### config.mk
export PLATFORM = sky130hd
export DESIGN_NAME = trace_reorder_queue_flat
export DESIGN_NICKNAME = d
export VERILOG_FILES = /design/src/rtl/trace_reorder_queue_if.sv /design/src/rtl/trace_reorder_queue.sv /design/src/flat_wrapper.sv
export SDC_FILE = /design/constraint.sdc
export NUM_CORES = 2
export LEC_CHECK = 0
export CORE_AREA = 2 2 350 265
export CTS_BUF_LIST = sky130_fd_sc_hd__clkbuf_4
export CTS_CLUSTER_DIAMETER = 100
export DETAILED_ROUTE_END_ITERATION = 8
export DIE_AREA = 0 0 352 267
export PLACE_DENSITY = 0.54
export SLEW_MARGIN = 10
export SYNTH_ARGS = -nofsm -noshare
export SYNTH_HDL_FRONTEND = slang
export SYNTH_SLANG_ARGS = --single-unit
### constraint.sdc
create_clock -name clk -period 5.4 [get_ports clk]
set_input_delay 1.08 -clock clk [delete_from_list [all_inputs] [get_ports clk]]
set_output_delay 1.08 -clock clk [all_outputs]
set_load 0.02 [all_outputs]
### src/rtl/trace_reorder_queue_if.sv
// Trace reorder queue bus: insert ports, rollback,
// error control and the registered head/status outputs.
interface trace_reorder_queue_if #(
  parameter int DATA_WIDTH       = 64,
  parameter int QUEUE_DEPTH      = 7,
  parameter int NUM_INSERT_PORTS = 3,
  parameter int SLOT_IDX_WIDTH   = $clog2(QUEUE_DEPTH),
  parameter int DROP_COUNT_WIDTH = 16,
  parameter int OCC_WIDTH        = $clog2(QUEUE_DEPTH + 1)
);
  logic                                     advance;
  logic [NUM_INSERT_PORTS-1:0]              insert_en;
  logic [NUM_INSERT_PORTS*SLOT_IDX_WIDTH-1:0] insert_slot;
  logic [NUM_INSERT_PORTS*DATA_WIDTH-1:0]   insert_data;
  logic                                     invalidate_en;
  logic [SLOT_IDX_WIDTH-1:0]                invalidate_slot;
  logic                                     clear_err;
  logic                                     out_valid;
  logic [DATA_WIDTH-1:0]                    out_data;
  logic [OCC_WIDTH-1:0]                     occupancy;
  logic                                     collision_err;
  logic [DROP_COUNT_WIDTH-1:0]              drop_count;

  modport master (
    output advance, insert_en, insert_slot, insert_data,
    output invalidate_en, invalidate_slot, clear_err,
    input  out_valid, out_data, occupancy,
    input  collision_err, drop_count
  );

  modport slave (
    input  advance, insert_en, insert_slot, insert_data,
    input  invalidate_en, invalidate_slot, clear_err,
    output out_valid, out_data, occupancy,
    output collision_err, drop_count
  );
endinterface

### src/rtl/trace_reorder_queue.sv
// Slot-addressed reorder queue: stages drop events into
// fixed slots so they leave the head in issue order.
module trace_reorder_queue #(
  parameter int DATA_WIDTH       = 64,
  parameter int QUEUE_DEPTH      = 7,
  parameter int NUM_INSERT_PORTS = 3,
  parameter int SLOT_IDX_WIDTH   = $clog2(QUEUE_DEPTH),
  parameter int DROP_COUNT_WIDTH = 16
) (
  input logic clk,
  input logic reset_n,
  trace_reorder_queue_if.slave q
);
  localparam int OCC_W = $clog2(QUEUE_DEPTH + 1);
  localparam int DRP_W = $clog2(NUM_INSERT_PORTS + 1);
  localparam int SUM_W = DROP_COUNT_WIDTH + DRP_W;
  localparam int IW    = SLOT_IDX_WIDTH;
  localparam int DW    = DATA_WIDTH;
  localparam logic [IW:0] DEPTH_L = QUEUE_DEPTH[IW:0];

  typedef logic [IW-1:0] slot_t;
  typedef logic [DW-1:0] data_t;

  logic [QUEUE_DEPTH-1:0] vld_q;
  logic [QUEUE_DEPTH-1:0] vld_d;
  data_t dat_q [QUEUE_DEPTH];
  data_t dat_d [QUEUE_DEPTH];

  logic                        ov_q;
  data_t                       od_q;
  logic [OCC_W-1:0]            occ_q;
  logic [OCC_W-1:0]            occ_d;
  logic                        err_q;
  logic                        err_d;
  logic [DROP_COUNT_WIDTH-1:0] cnt_q;
  logic [DROP_COUNT_WIDTH-1:0] cnt_d;
  logic [DRP_W-1:0]            drops;
  logic [SUM_W-1:0]            sum;
  slot_t                       ins_s;

  function automatic logic in_range(slot_t s);
    return {1'b0, s} < DEPTH_L;
  endfunction

  // Next image: shift, then inserts, then invalidate
  always_comb begin
    vld_d = vld_q;
    dat_d = dat_q;
    drops = '0;
    ins_s = '0;
    if (q.advance) begin
      vld_d = vld_q >> 1;
      for (int i = 0; i < QUEUE_DEPTH - 1; i++)
        dat_d[i] = dat_q[i+1];
    end
    for (int p = 0; p < NUM_INSERT_PORTS; p++) begin
      ins_s = q.insert_slot[p*IW +: IW];
      if (q.insert_en[p]) begin
        if (!in_range(ins_s) || vld_d[ins_s]) begin
          drops = drops + DRP_W'(1);
        end else begin
          vld_d[ins_s] = 1'b1;
          dat_d[ins_s] = q.insert_data[p*DW +: DW];
        end
      end
    end
    if (q.invalidate_en && in_range(q.invalidate_slot))
      vld_d[q.invalidate_slot] = 1'b0;
  end

  // Occupancy of the final next-state image
  always_comb begin
    occ_d = '0;
    for (int i = 0; i < QUEUE_DEPTH; i++)
      occ_d = occ_d + OCC_W'(vld_d[i]);
  end

  // Sticky error and saturating drop count; drops beat clear
  always_comb begin
    sum = q.clear_err ? '0 : SUM_W'(cnt_q);
    sum = sum + SUM_W'(drops);
    if (|sum[SUM_W-1:DROP_COUNT_WIDTH])
      cnt_d = '1;
    else
      cnt_d = sum[DROP_COUNT_WIDTH-1:0];
    err_d = (err_q & ~q.clear_err) | (drops != '0);
  end

  // Control state and registered outputs
  always_ff @(posedge clk or negedge reset_n) begin
    if (!reset_n) begin
      vld_q <= '0;
      ov_q  <= 1'b0;
      od_q  <= '0;
      occ_q <= '0;
      err_q <= 1'b0;
      cnt_q <= '0;
    end else begin
      vld_q <= vld_d;
      ov_q  <= q.advance & vld_q[0];
      if (q.advance)
        od_q <= dat_q[0];
      occ_q <= occ_d;
      err_q <= err_d;
      cnt_q <= cnt_d;
    end
  end

  // Payload storage, no reset needed
  always_ff @(posedge clk) begin
    dat_q <= dat_d;
  end

  assign q.out_valid     = ov_q;
  assign q.out_data      = od_q;
  assign q.occupancy     = occ_q;
  assign q.collision_err = err_q;
  assign q.drop_count    = cnt_q;
endmodule

### src/flat_wrapper.sv
// flat-port wrapper written by rule: the top's interface ports become plain ports
module trace_reorder_queue_flat 
#(
  parameter int DATA_WIDTH       = 64,
  parameter int QUEUE_DEPTH      = 7,
  parameter int NUM_INSERT_PORTS = 3,
  parameter int SLOT_IDX_WIDTH   = $clog2(QUEUE_DEPTH),
  parameter int DROP_COUNT_WIDTH = 16
)
  (clk, reset_n, q_advance, q_insert_en, q_insert_slot, q_insert_data, q_invalidate_en, q_invalidate_slot, q_clear_err, q_out_valid, q_out_data, q_occupancy, q_collision_err, q_drop_count);
  trace_reorder_queue_if #(.DATA_WIDTH(DATA_WIDTH), .QUEUE_DEPTH(QUEUE_DEPTH), .NUM_INSERT_PORTS(NUM_INSERT_PORTS), .SLOT_IDX_WIDTH(SLOT_IDX_WIDTH), .DROP_COUNT_WIDTH(DROP_COUNT_WIDTH)) q_i ();
  input logic clk;
  input logic reset_n;
  input wire logic [$bits(q_i.advance)-1:0] q_advance;
  input wire logic [$bits(q_i.insert_en)-1:0] q_insert_en;
  input wire logic [$bits(q_i.insert_slot)-1:0] q_insert_slot;
  input wire logic [$bits(q_i.insert_data)-1:0] q_insert_data;
  input wire logic [$bits(q_i.invalidate_en)-1:0] q_invalidate_en;
  input wire logic [$bits(q_i.invalidate_slot)-1:0] q_invalidate_slot;
  input wire logic [$bits(q_i.clear_err)-1:0] q_clear_err;
  output wire logic [$bits(q_i.out_valid)-1:0] q_out_valid;
  output wire logic [$bits(q_i.out_data)-1:0] q_out_data;
  output wire logic [$bits(q_i.occupancy)-1:0] q_occupancy;
  output wire logic [$bits(q_i.collision_err)-1:0] q_collision_err;
  output wire logic [$bits(q_i.drop_count)-1:0] q_drop_count;
  assign q_i.advance = q_advance;
  assign q_i.insert_en = q_insert_en;
  assign q_i.insert_slot = q_insert_slot;
  assign q_i.insert_data = q_insert_data;
  assign q_i.invalidate_en = q_invalidate_en;
  assign q_i.invalidate_slot = q_invalidate_slot;
  assign q_i.clear_err = q_clear_err;
  assign q_out_valid = q_i.out_valid;
  assign q_out_data = q_i.out_data;
  assign q_occupancy = q_i.occupancy;
  assign q_collision_err = q_i.collision_err;
  assign q_drop_count = q_i.drop_count;
  trace_reorder_queue #(.DATA_WIDTH(DATA_WIDTH), .QUEUE_DEPTH(QUEUE_DEPTH), .NUM_INSERT_PORTS(NUM_INSERT_PORTS), .SLOT_IDX_WIDTH(SLOT_IDX_WIDTH), .DROP_COUNT_WIDTH(DROP_COUNT_WIDTH)) u_core (.clk(clk), .reset_n(reset_n), .q(q_i));
endmodule
==> results.yml <==
route:
  drt-met1-wl_um: 48400
  drc: 0
  maxUsedRoutingLayer: "met5"
  drtPass1Iterations: 5
  ant_nets: 0
  viasPerCell: 5.17
  dr_wl_met2_um: 43000
  routedWlPerCell_um: 18.9
  routed_wl_um: 99300
  drt-initial-drc-count: 1850
  wl_met3_um: 5620
  vias: 27222
global_routing:
  grt_max_degree: 131
  grt_antenna_before_repair: 6
  grt_use_total: 0.207
  first_global_vias: 25844
  grt_pass1_wl_um: 154000
  overflow: 0
timing:
  worstMarginPinSlew_ns: 1.15
  grt_setup_unrepaired: "false"
  fmax_mhz: 221
  tns_ns: 0
  fin_hold_ws_ns: 0.469
  finalHoldViolCount: 0
  relSlewSlack: 0.236
  slew_viol_final: 0
  setup_slack_ns: 0.883
  skew_ns: 0.0841
  min_period_ns: 4.52
  finalSetupViolations: 0
  period_share: 0.836
logic_synthesis:
  synth_top_family_by_area: "multiplexers"
  syn-num-nets: 3903
  synth_mux_area_frac: 0.312
  synth_top_area_frac: 0.285
  ys.flop_type: "dfxtp_1"
  synth_seq_area_share: 0.358
  avgSynthCellArea_um2: 8.55
  async_flop_share: 0.170
  synth-adder-area-share: 0.00493
  synthDistinctLibCells: 59
  syn_inst: 3681
  yosys.area_share.simple: 0.122
  synth_compound_area_frac: 0.158
  yosysTopAreaCell: "dfxtp_1"
  synth_area_leaders: "dfxtp_1, mux2i_1, mux2_2, o21ai_0, dfrtp_1"
  synth_enable_flop_cells: 0
  ys_ff_latch: 540
  synth_area_mm2: 0.0315
  synth_warnings: 0
  synth_xor_area_frac: 0.00390
finish:
  fillers: 9102
  fin_area_mm2: 0.0377
  multi_input_area_mm2: 0.0191
  area_growth_pct: 19.8
  drive_above_1_share: 0.201
  nets: 4138
  seq_area_mm2: 0.0113
  final_cells: 5261
  post-route-util: 0.416
clocking:
  cts_tree: "yes"
  worstSkewPairLatency_ns: 1.05
  cts_sinks: 540
  htreeDepth: 4
  clk_pin_slew_ns: 0.07
  cts_root_buf: "clkbuf_4"
  cts_buffers: 153
  clock_path_buffers: 3
min_path:
  hold_depth: 1
  hold_class: "reg2reg"
status:
  outcome: "finished, final reports clean"
worst_setup_path:
  cp_slowest_cell: "fa_1"
  end_kind: "flip-flop"
  cp_num_cells: 16
  slowest_delay_ns: 0.49
  ff2ff_path_depth: 14
  cp_cell_sequence: "clkdlybuf4s50_1, buf_4, nor4b_1, o311a_1, a211o_1, or3_4, or4_4, a22oi_2, ha_1, inv_1, fa_1, fa_1, inv_1, ha_2, fa_2, xor2_1"
  worstSetupPathType: "in2reg"
  crit_arrival_ns: 5.43
  critical_path.top_delay_family: "adder cells"
  worst-path-buf-inv: 4
  crit_required_ns: 6.31
  cp_max_fo: 4
  startpoint_type: "input port"
place:
  pre_cts_ws_ns: -0.120
  gp_congestion: 0.821
  placed_area_mm2: 0.0357
  numPortBuffers: 296
  hpwlAfterDp_um: 57300
  dp_cells: 4985
floorplan:
  core-area_mm2: 0.0907
  die_w_um: 352
  die_h_um: 267
  start_util: 0.347
  pin_count: 297
  num_rows: 96
  die_area_mm2: 0.0940
power:
  power_mw: 16.7
  max-vdd-ir-drop_mv: 0.264
  leakagePower_nw: 15.7
  powerDensity_mw_per_mm2: 443
run:
  cap_violations: 0
-- cells in the final DEF, fill, tap and decap left out, types with 5 or more instances in the layout --
cell type	n
nand3_1	6
dfrtp_1	92
dfxtp_1	448
nand2_1	593
xor2_1	9
nor3_1	9
inv_1	9
clkbuf_4	238
nor3b_1	6
nand4b_1	5
xnor2_1	5
a21oi_1	260
nand2b_1	10
clkdlybuf4s50_1	294
buf_4	77
o21ai_0	587
a211oi_1	64
buf_12	14
mux2i_1	455
nand4_1	5
nor2b_1	11
clkinv_1	21
ha_1	5
mux2_4	50
diode_2	9
nor2_1	271
mux2_2	399
-- cell usage after synthesis, drive strengths merged, types with 2 or more instances --
master / instances
mux2: 451
and2: 6
xor2: 9
nor4bb: 3
nor4b: 5
o211ai: 4
buf: 66
dfrtp: 92
nor3: 10
o21ai: 587
dfxtp: 448
nand4b: 5
ha: 6
nand2b: 11
inv: 9
o311ai: 2
o311a: 3
nor2b: 14
a21oi: 260
a211oi: 64
nand4bb: 2
nor3b: 6
nor2: 274
fa: 4
a22oi: 2
a22o: 2
xnor2: 5
a32o: 2
a31oi: 2
nand2: 595
a211o: 2
clkbuf: 241
nand4: 5
nand3: 9
a32oi: 2
mux2i: 455
o31ai: 2
-- logic make-up after synthesis --
family          count (synthesis)
fa+ha+maj                      10
flops                         540
simple gates                  954
buf+inv                       316
mux                           906
xor+xnor                       14
compound gates                941
-- where the power goes --
part | switching (mW) | internal, mW
logic | 2.61 | 3.37
registers | 0.974 | 5.79
clock network | 1.87 | 2.08
-- state kept, by name, indices dropped and copies added (netlist names) --
register,cells
u_core.dat_q,448
u_core.q.out_data,64
u_core.q.drop_count,16
u_core.vld_q,7
u_core.q.occupancy,3
u_core.q.collision_err,1
u_core.q.out_valid,1
-- cell type report --
type                       instances  share of cell area
multi-input combinational       2825               0.506
sequential                       540               0.299
timing repair buffer             387               0.101
clock buffer                     238              0.0474
tap                             1225              0.0407
clock inverter                    28             0.00435
inverter                           9            0.000896
antenna                            9            0.000597
-- path summary, 6_finish.rpt --
check | slack, ns | startpoint | end
setup / recovery | 0.88 | q_insert_en[0] | u_core.q.occupancy[2]
hold / removal | 0.47 | u_core.dat_q[430] | u_core.q.out_data[46]
setup reg to reg | 0.96 | u_core.vld_q[0] | u_core.q.occupancy[2]
hold reg to reg | 0.47 | u_core.dat_q[430] | u_core.q.out_data[46]
max in group asynchronous | 3.56 | reset_n | u_core.q.out_data[40]
min in group asynchronous | 0.63 | reset_n | u_core.q.drop_count[15]
-- routing by layer --
metal  vias up  track usage
met2       755        0.322
met4         4       0.0695
li1      13530            -
met5         -            0
met3       173       0.0425
met1     12760        0.284
-- what timing repair did --
action | CTS | global route
hold buffers | 1 | 0
buffers inserted | 0 | 0
hold endpoints to repair | 4 | 0
resized for setup | 0 | 0
(Power assumes the default switching activity.)
